**config.mk**
```make
export PLATFORM = sky130hd
export DESIGN_NAME = seq_detect_ctrl_flat
export DESIGN_NICKNAME = d
export VERILOG_FILES = /design/src/rtl/seq_detect_pkg.sv /design/src/rtl/seq_detect_ctrl_if.sv /design/src/rtl/seq_match_core.sv /design/src/rtl/seq_detect_ctrl.sv /design/src/flat_wrapper.sv
export SDC_FILE = /design/constraint.sdc
export NUM_CORES = 1
export LEC_CHECK = 0
export ABC_CLOCK_PERIOD_IN_PS = 1810
export CAP_MARGIN = 15
export CORE_AREA = 2 2 81 83
export DETAILED_ROUTE_END_ITERATION = 6
export DIE_AREA = 0 0 83 85
export GPL_TIMING_DRIVEN = 0
export HOLD_SLACK_MARGIN = 0.05
export MAX_ROUTING_LAYER = met4
export SYNTH_ARGS = -nofsm -noshare
export SYNTH_HDL_FRONTEND = slang
export SYNTH_SLANG_ARGS = --single-unit
```
**constraint.sdc**
```tcl
create_clock -name clk -period 1.81 [get_ports clk]
set_clock_uncertainty 0.15 [all_clocks]
set_input_delay 0.362 -clock clk [delete_from_list [all_inputs] [get_ports clk]]
set_output_delay 0.362 -clock clk [all_outputs]
set_load 0.005 [all_outputs]
```
**src/rtl/seq_detect_pkg.sv**
```systemverilog
// seq_detect_pkg
//   Shared types and default sizes for the word-to-serial pattern detector.
//   state_t      : controller FSM states (IDLE, WAIT, SHIFT)
//   DEF_W        : default input word width
//   DEF_PAT_LEN  : default pattern length in bits
//   DEF_CW       : default match counter width
package seq_detect_pkg;

    typedef enum logic [1:0] {
        IDLE  = 2'd0,
        WAIT  = 2'd1,
        SHIFT = 2'd2
    } state_t;

    localparam int DEF_W       = 8;
    localparam int DEF_PAT_LEN = 4;
    localparam int DEF_CW      = 8;

endpackage

```
**src/rtl/seq_detect_ctrl_if.sv**
```systemverilog
// seq_detect_ctrl_if
//   Word handshake between a producer and seq_detect_ctrl.
//   in_valid : producer has a word
//   in_data  : the word (W bits)
//   in_ready : controller takes the word this cycle
//   master   : producer side; slave : controller side
interface seq_detect_ctrl_if #(parameter int W = 8);

    logic         in_valid;
    logic [W-1:0] in_data;
    logic         in_ready;

    modport master (output in_valid, output in_data, input in_ready);
    modport slave  (input in_valid, input in_data, output in_ready);

endinterface

```
**src/rtl/seq_match_core.sv**
```systemverilog
// seq_match_core
//   Bit-serial matcher: keeps a PAT_LEN-bit history and a fill counter, compares
//   the latest PAT_LEN bits (oldest = MSB) against pattern, registers a match pulse.
//   Ports:
//     clk, reset   : clock, synchronous active-high reset
//     clear        : synchronous clear of history, fill and match
//     bit_in       : serial bit
//     bit_valid    : bit_in is meaningful this cycle
//     pattern      : pattern to detect
//     hit          : combinational, the current bit completes a match
//     match        : hit registered (one-cycle pulse the cycle after the bit)
//   Build option: SEQDET_OVERLAP_EN keeps history/fill after a match so that
//   overlapping occurrences count; without it a match restarts the fill.
module seq_match_core
    import seq_detect_pkg::*;
#(
    parameter int PAT_LEN = DEF_PAT_LEN
)(
    input  logic               clk,
    input  logic               reset,
    input  logic               clear,
    input  logic               bit_in,
    input  logic               bit_valid,
    input  logic [PAT_LEN-1:0] pattern,
    output logic               hit,
    output logic               match
);

    localparam int FW = $clog2(PAT_LEN + 1);

    logic [PAT_LEN-1:0] hist;
    logic [FW-1:0]      fill;
    logic [PAT_LEN:0]   win;

    // Window = history with the current bit appended; the low PAT_LEN bits are
    // the candidate sequence. Needs PAT_LEN-1 earlier bits plus the current one.
    assign win = {hist, bit_in};
    assign hit = bit_valid && (fill >= FW'(PAT_LEN - 1)) &&
                 (win[PAT_LEN-1:0] == pattern);

    always_ff @(posedge clk) begin
        if (reset || clear) begin
            hist  <= '0;
            fill  <= '0;
            match <= 1'b0;
        end else begin
            match <= hit;
            if (bit_valid) begin
                hist <= win[PAT_LEN-1:0];
`ifdef SEQDET_OVERLAP_EN
                if (fill != FW'(PAT_LEN))
                    fill <= fill + FW'(1);
`else
                // A match consumes its bits: PAT_LEN fresh bits are needed again.
                if (hit)
                    fill <= '0;
                else if (fill != FW'(PAT_LEN))
                    fill <= fill + FW'(1);
`endif
            end
        end
    end

endmodule

```
**src/rtl/seq_detect_ctrl.sv**
```systemverilog
// seq_detect_ctrl
//   Takes W-bit words over a valid/ready handshake, shifts them out MSB-first one
//   bit per clk, counts pattern matches (saturating) and raises a sticky irq when
//   the count reaches a threshold.
//   Ports:
//     clk, reset          : clock, synchronous active-high reset
//     start               : in IDLE, latch config, clear history/count/irq, go WAIT
//     stop                : return to IDLE once the word in flight is finished
//     cfg_pattern         : pattern (MSB oldest), sampled at start
//     cfg_thresh          : irq threshold, sampled at start, 0 disables irq
//     in_if (slave)       : in_valid / in_data / in_ready word handshake
//     bit_out, bit_valid  : serial output
//     match               : one-cycle pulse per detected pattern
//     match_count         : saturating match count
//     irq, irq_clr        : sticky interrupt and its clear (set wins)
//     busy                : controller is not IDLE
//   Build option: SEQDET_OVERLAP_EN (overlapping matches, see seq_match_core).
module seq_detect_ctrl
    import seq_detect_pkg::*;
#(
    parameter int W       = DEF_W,
    parameter int PAT_LEN = DEF_PAT_LEN,
    parameter int CW      = DEF_CW
)(
    input  logic               clk,
    input  logic               reset,
    input  logic               start,
    input  logic               stop,
    input  logic [PAT_LEN-1:0] cfg_pattern,
    input  logic [CW-1:0]      cfg_thresh,
    seq_detect_ctrl_if.slave   in_if,
    output logic               bit_out,
    output logic               bit_valid,
    output logic               match,
    output logic [CW-1:0]      match_count,
    output logic               irq,
    input  logic               irq_clr,
    output logic               busy
);

    localparam int IW = $clog2(W);

    state_t             state;
    logic               in_ready_q;
    // The MSB goes straight to bit_out on accept, so only the rest is stored.
    logic [W-2:0]       rest;
    logic [IW-1:0]      idx;
    logic               stop_pend;
    logic [PAT_LEN-1:0] pat_q;
    logic [CW-1:0]      thr_q;

    logic               clear;
    logic               hit;
    logic               cnt_max;
    logic [CW-1:0]      cnt_inc;
    logic               irq_set;

    assign in_if.in_ready = in_ready_q;

    assign clear   = (state == IDLE) && start;
    assign cnt_max = &match_count;
    assign cnt_inc = match_count + CW'(1);
    // Only an actual increment onto the threshold sets irq; a saturated count
    // sitting at the threshold does not re-arm it.
    assign irq_set = hit && !cnt_max && (cnt_inc == thr_q) && (thr_q != '0);

    seq_match_core #(.PAT_LEN(PAT_LEN)) u_core (
        .clk       (clk),
        .reset     (reset),
        .clear     (clear),
        .bit_in    (bit_out),
        .bit_valid (bit_valid),
        .pattern   (pat_q),
        .hit       (hit),
        .match     (match)
    );

    always_ff @(posedge clk) begin
        if (reset) begin
            state       <= IDLE;
            in_ready_q  <= 1'b0;
            bit_out     <= 1'b0;
            bit_valid   <= 1'b0;
            busy        <= 1'b0;
            rest        <= '0;
            idx         <= '0;
            stop_pend   <= 1'b0;
            pat_q       <= '0;
            thr_q       <= '0;
            match_count <= '0;
            irq         <= 1'b0;
        end else begin
            if (hit && !cnt_max)
                match_count <= cnt_inc;

            if (irq_set)
                irq <= 1'b1;
            else if (irq_clr)
                irq <= 1'b0;

            case (state)
                IDLE: begin
                    if (start) begin
                        state       <= WAIT;
                        in_ready_q  <= 1'b1;
                        busy        <= 1'b1;
                        pat_q       <= cfg_pattern;
                        thr_q       <= cfg_thresh;
                        match_count <= '0;
                        irq         <= 1'b0;
                        stop_pend   <= 1'b0;
                        idx         <= '0;
                    end
                end
                WAIT: begin
                    if (in_if.in_valid) begin
                        // A stop arriving with the word is deferred until it is shifted out.
                        rest       <= in_if.in_data[W-2:0];
                        bit_out    <= in_if.in_data[W-1];
                        bit_valid  <= 1'b1;
                        idx        <= IW'(W - 1);
                        in_ready_q <= 1'b0;
                        stop_pend  <= stop;
                        state      <= SHIFT;
                    end else if (stop) begin
                        state      <= IDLE;
                        in_ready_q <= 1'b0;
                        busy       <= 1'b0;
                    end
                end
                SHIFT: begin
                    if (idx == '0) begin
                        bit_valid <= 1'b0;
                        bit_out   <= 1'b0;
                        if (stop_pend || stop) begin
                            state     <= IDLE;
                            busy      <= 1'b0;
                            stop_pend <= 1'b0;
                        end else begin
                            state      <= WAIT;
                            in_ready_q <= 1'b1;
                        end
                    end else begin
                        idx     <= idx - IW'(1);
                        bit_out <= rest[idx - IW'(1)];
                        if (stop)
                            stop_pend <= 1'b1;
                    end
                end
                default: begin
                    state      <= IDLE;
                    in_ready_q <= 1'b0;
                    bit_valid  <= 1'b0;
                    busy       <= 1'b0;
                end
            endcase
        end
    end

endmodule

```
**src/flat_wrapper.sv**
```systemverilog
// flat-port wrapper written by rule: the top's interface ports become plain ports
module seq_detect_ctrl_flat import seq_detect_pkg::*;
#(
    parameter int W       = DEF_W,
    parameter int PAT_LEN = DEF_PAT_LEN,
    parameter int CW      = DEF_CW
)
  (clk, reset, start, stop, cfg_pattern, cfg_thresh, bit_out, bit_valid, match, match_count, irq, irq_clr, busy, in_if_in_valid, in_if_in_data, in_if_in_ready);
  seq_detect_ctrl_if #(.W(W)) in_if_i ();
  input  logic clk;
  input  logic reset;
  input  logic start;
  input  logic stop;
  input  logic [PAT_LEN-1:0] cfg_pattern;
  input  logic [CW-1:0] cfg_thresh;
  output logic bit_out;
  output logic bit_valid;
  output logic match;
  output logic [CW-1:0] match_count;
  output logic irq;
  input  logic irq_clr;
  output logic busy;
  input wire logic [$bits(in_if_i.in_valid)-1:0] in_if_in_valid;
  input wire logic [$bits(in_if_i.in_data)-1:0] in_if_in_data;
  output wire logic [$bits(in_if_i.in_ready)-1:0] in_if_in_ready;
  assign in_if_i.in_valid = in_if_in_valid;
  assign in_if_i.in_data = in_if_in_data;
  assign in_if_in_ready = in_if_i.in_ready;
  seq_detect_ctrl #(.W(W), .PAT_LEN(PAT_LEN), .CW(CW)) u_core (.clk(clk), .reset(reset), .start(start), .stop(stop), .cfg_pattern(cfg_pattern), .cfg_thresh(cfg_thresh), .in_if(in_if_i), .bit_out(bit_out), .bit_valid(bit_valid), .match(match), .match_count(match_count), .irq(irq), .irq_clr(irq_clr), .busy(busy));
endmodule
```
==> reports/results.tsv <==
metric	value	unit
outcome	complete, but fails checks	
violations	setup timing	
maxSlewViolCount	0	
netlist_instances	296	
syn_nets	332	
path_max_fanout	3	
gr-usage-all-layers	0.171	
tightest_slew	0.511	ns
leakage	0.00121	uW
place_inst	412	
start_kind	register	
routed-wl-met3	131	um
synth_top_family_by_area	simple AND/OR/NAND/NOR gates	
clkTransAtPathRegs	0.09	ns
period_share	1.08	
synth-simple-area-share	0.251	
drive_gt1_frac	0.230	
crit_arrival	2.04	ns
yosys_warnings	0	
cts_tree	yes	
layout_commonest_cell	nand2_1	
rsz0062_at_grt	true	
numCtsBuffers	5	
clk_latency	0.30	ns
synthAdderAreaFrac	0.0526	
peakVddDrop	0.000486	V
syn-cell-area	2380	um^2
r2r_start	u_core.u_core.fill[1]	
cts_root_buf	clkbuf_8	
powerDensity	799	nW/um^2
die_x	83	um
avgSynthCellArea	8.04	um^2
grt-ovfl-total	0	
regArea	927	um^2
dp_hpwl	4.21	mm
synth_top_flop_cell	dfxtp_1	
min_path_type	reg -> reg	
cp_data_required_time	1.90	ns
fillers	591	
drc_errors	0	
ant_nets	0	
met1_length	2.66	mm
core.rowCount	29	
vias	2241	
finalSetupViolCount	7	
avgViaCountPerCell	5.07	
coreArea	6200	um^2
ioPinCount	40	
multi_input_area	1540	um^2
antenna_cells	0	
endpoint_kind	register	
slew_headroom	0.659	
synth_compound_area_frac	0.161	
h-tree-depth	2	
rr_endpoint	u_core.irq	
hold_viol	0	
grt_pass1_vias	2110	
routedWlPerCell	13.6	um
clock_path_buffers	2	
drv_cap	0	
synthMuxAreaShare	0.0478	
wl	6.03	mm
place.gp.congestion	0.819	
area.growth.synth_to_final	41.4	%
ys_seq_elements	45	
routed.top_layer	met4	
die_y	85	um
final_cell_mix	52 x nand2_1, 38 x clkdlybuf4s50_1, 37 x a21oi_1	
initial_core_util	0.384	
synth_edf_count	0	
drtIter0Drc	108	
seq_area_frac_synth	0.379	
fin_crit	1.95	ns
grt_first_pass_wirelength	9.65	mm
regToRegSetupSlack	-0.14	ns
min_to	u_core.rest[3]	
cts_sinks	45	
dp_slack	-0.456	ns
reg2reg_depth	7	
drt_pre_antenna_iters	4	
max_freq	0.513	GHz
min_path_cells	2	
port_buffers	39	
stdcell_count	442	
hp-start	u_core.rest[3]	
grt_max_degree	14	
final_nets	400	
crit_type	reg -> reg	
netlist-cell-type-count	50	
ys_async_sr_fraction	0	
worst_slack	-0.139	ns
antenna_found_initial	0	
met2_length	3.22	mm
dieArea	7060	um^2
synthXorXnorAreaFrac	0.0662	
cells in the mapped netlist, drive strengths merged, types with 3 or more instances:
cell / number / area share
a211oi: 3 / 0.0095
a21oi: 39 / 0.082
and2: 3 / 0.0084
buf: 3 / 0.0058
clkbuf: 9 / 0.014
dfxtp: 45 / 0.38
ha: 10 / 0.053
inv: 14 / 0.022
mux2i: 8 / 0.034
nand2: 53 / 0.084
nand2b: 3 / 0.0079
nand3: 4 / 0.011
nand4: 5 / 0.016
nor2: 24 / 0.041
nor2b: 4 / 0.011
nor3: 8 / 0.021
nor4: 5 / 0.013
o21ai: 7 / 0.015
o22ai: 3 / 0.0079
or2: 3 / 0.0079
xnor2: 15 / 0.055
xor2: 3 / 0.011
sequential cells by signal, summed over array words and instances (netlist names):
name                   count
u_core.in_if.in_ready      1
u_core.state               2
u_core.u_core.hist         3
u_core.irq                 1
u_core.idx                 3
u_core.bit_out             1
u_core.busy                1
u_core.rest                7
u_core.bit_valid           1
u_core.stop_pend           1
u_core.u_core.fill         3
u_core.pat_q               4
u_core.match_count         8
u_core.u_core.match        1
u_core.thr_q               8
kinds of logic after synthesis:
group | Yosys count
simple gates | 121
compound gates | 66
flops | 45
buf+inv | 26
xor+xnor | 18
mux | 10
fa+ha+maj | 10
timing repair:
action	in CTS	in global routing
pin swaps	6	7
gates resized for setup	30	30
buffers inserted	4	19
hold buffers	0	0
gates cloned	0	0
setup endpoints to repair	27	38
hold endpoints to repair	0	0
metal layers:
metal  up-vias  global-route usage
met5         -                   -
met4         0              0.0402
met2        29               0.311
met1      1054               0.194
met3         4              0.0340
li1       1154                   -
worst max-delay path: stages (launching register included):
cell     delay, ns
dfxtp_4       0.38
ha_4          0.14
ha_4          0.11
a211o_1       0.11
nand4_1       0.16
nor3_4        0.24
or4b_4        0.49
o21ai_2       0.12
worst max-delay path by stage:
stage                               start         end
floorplan           u_core.u_core.fill[0]  u_core.irq
global placement                    start  u_core.irq
detailed placement                  start  u_core.irq
CTS                 u_core.u_core.fill[1]  u_core.irq
global route        u_core.u_core.fill[1]  u_core.irq
finish              u_core.u_core.fill[1]  u_core.irq
cell type report:
cell class,count,share of cell area
inverters,14,0.0164
clock buffers,7,0.0257
flip-flops and latches,45,0.276
multi-input cells,225,0.459
clock inverters,1,0.00893
repair buffers,62,0.170
plain buffers,11,0.0156
well taps,77,0.0286
through the flow:
stage          area [um^2]  setup TNS (ns)   util  total power [uW]  hold WS, ns
4_1_cts               3140          -0.664  0.506              2560        0.309
5_1_grt               3360           -1.59  0.542              2830        0.346
2_1_floorplan         2390         -0.0593      -              1510        0.282
3_5_place_dp          2880           -9.75  0.464              1710        0.296
3_3_place_gp          2880           -9.46  0.464              1700        0.291
6_report              3360          -0.388  0.542              2690        0.304
report_power, final:
group | total (uW) | internal (uW) | switching, uW | leakage [uW]
clock | 806 | 451 | 355 | 0.0000585
sequential | 1110 | 1060 | 58.3 | 0.000374
combinational | 767 | 393 | 374 | 0.000782
(Power assumes the default switching activity.)
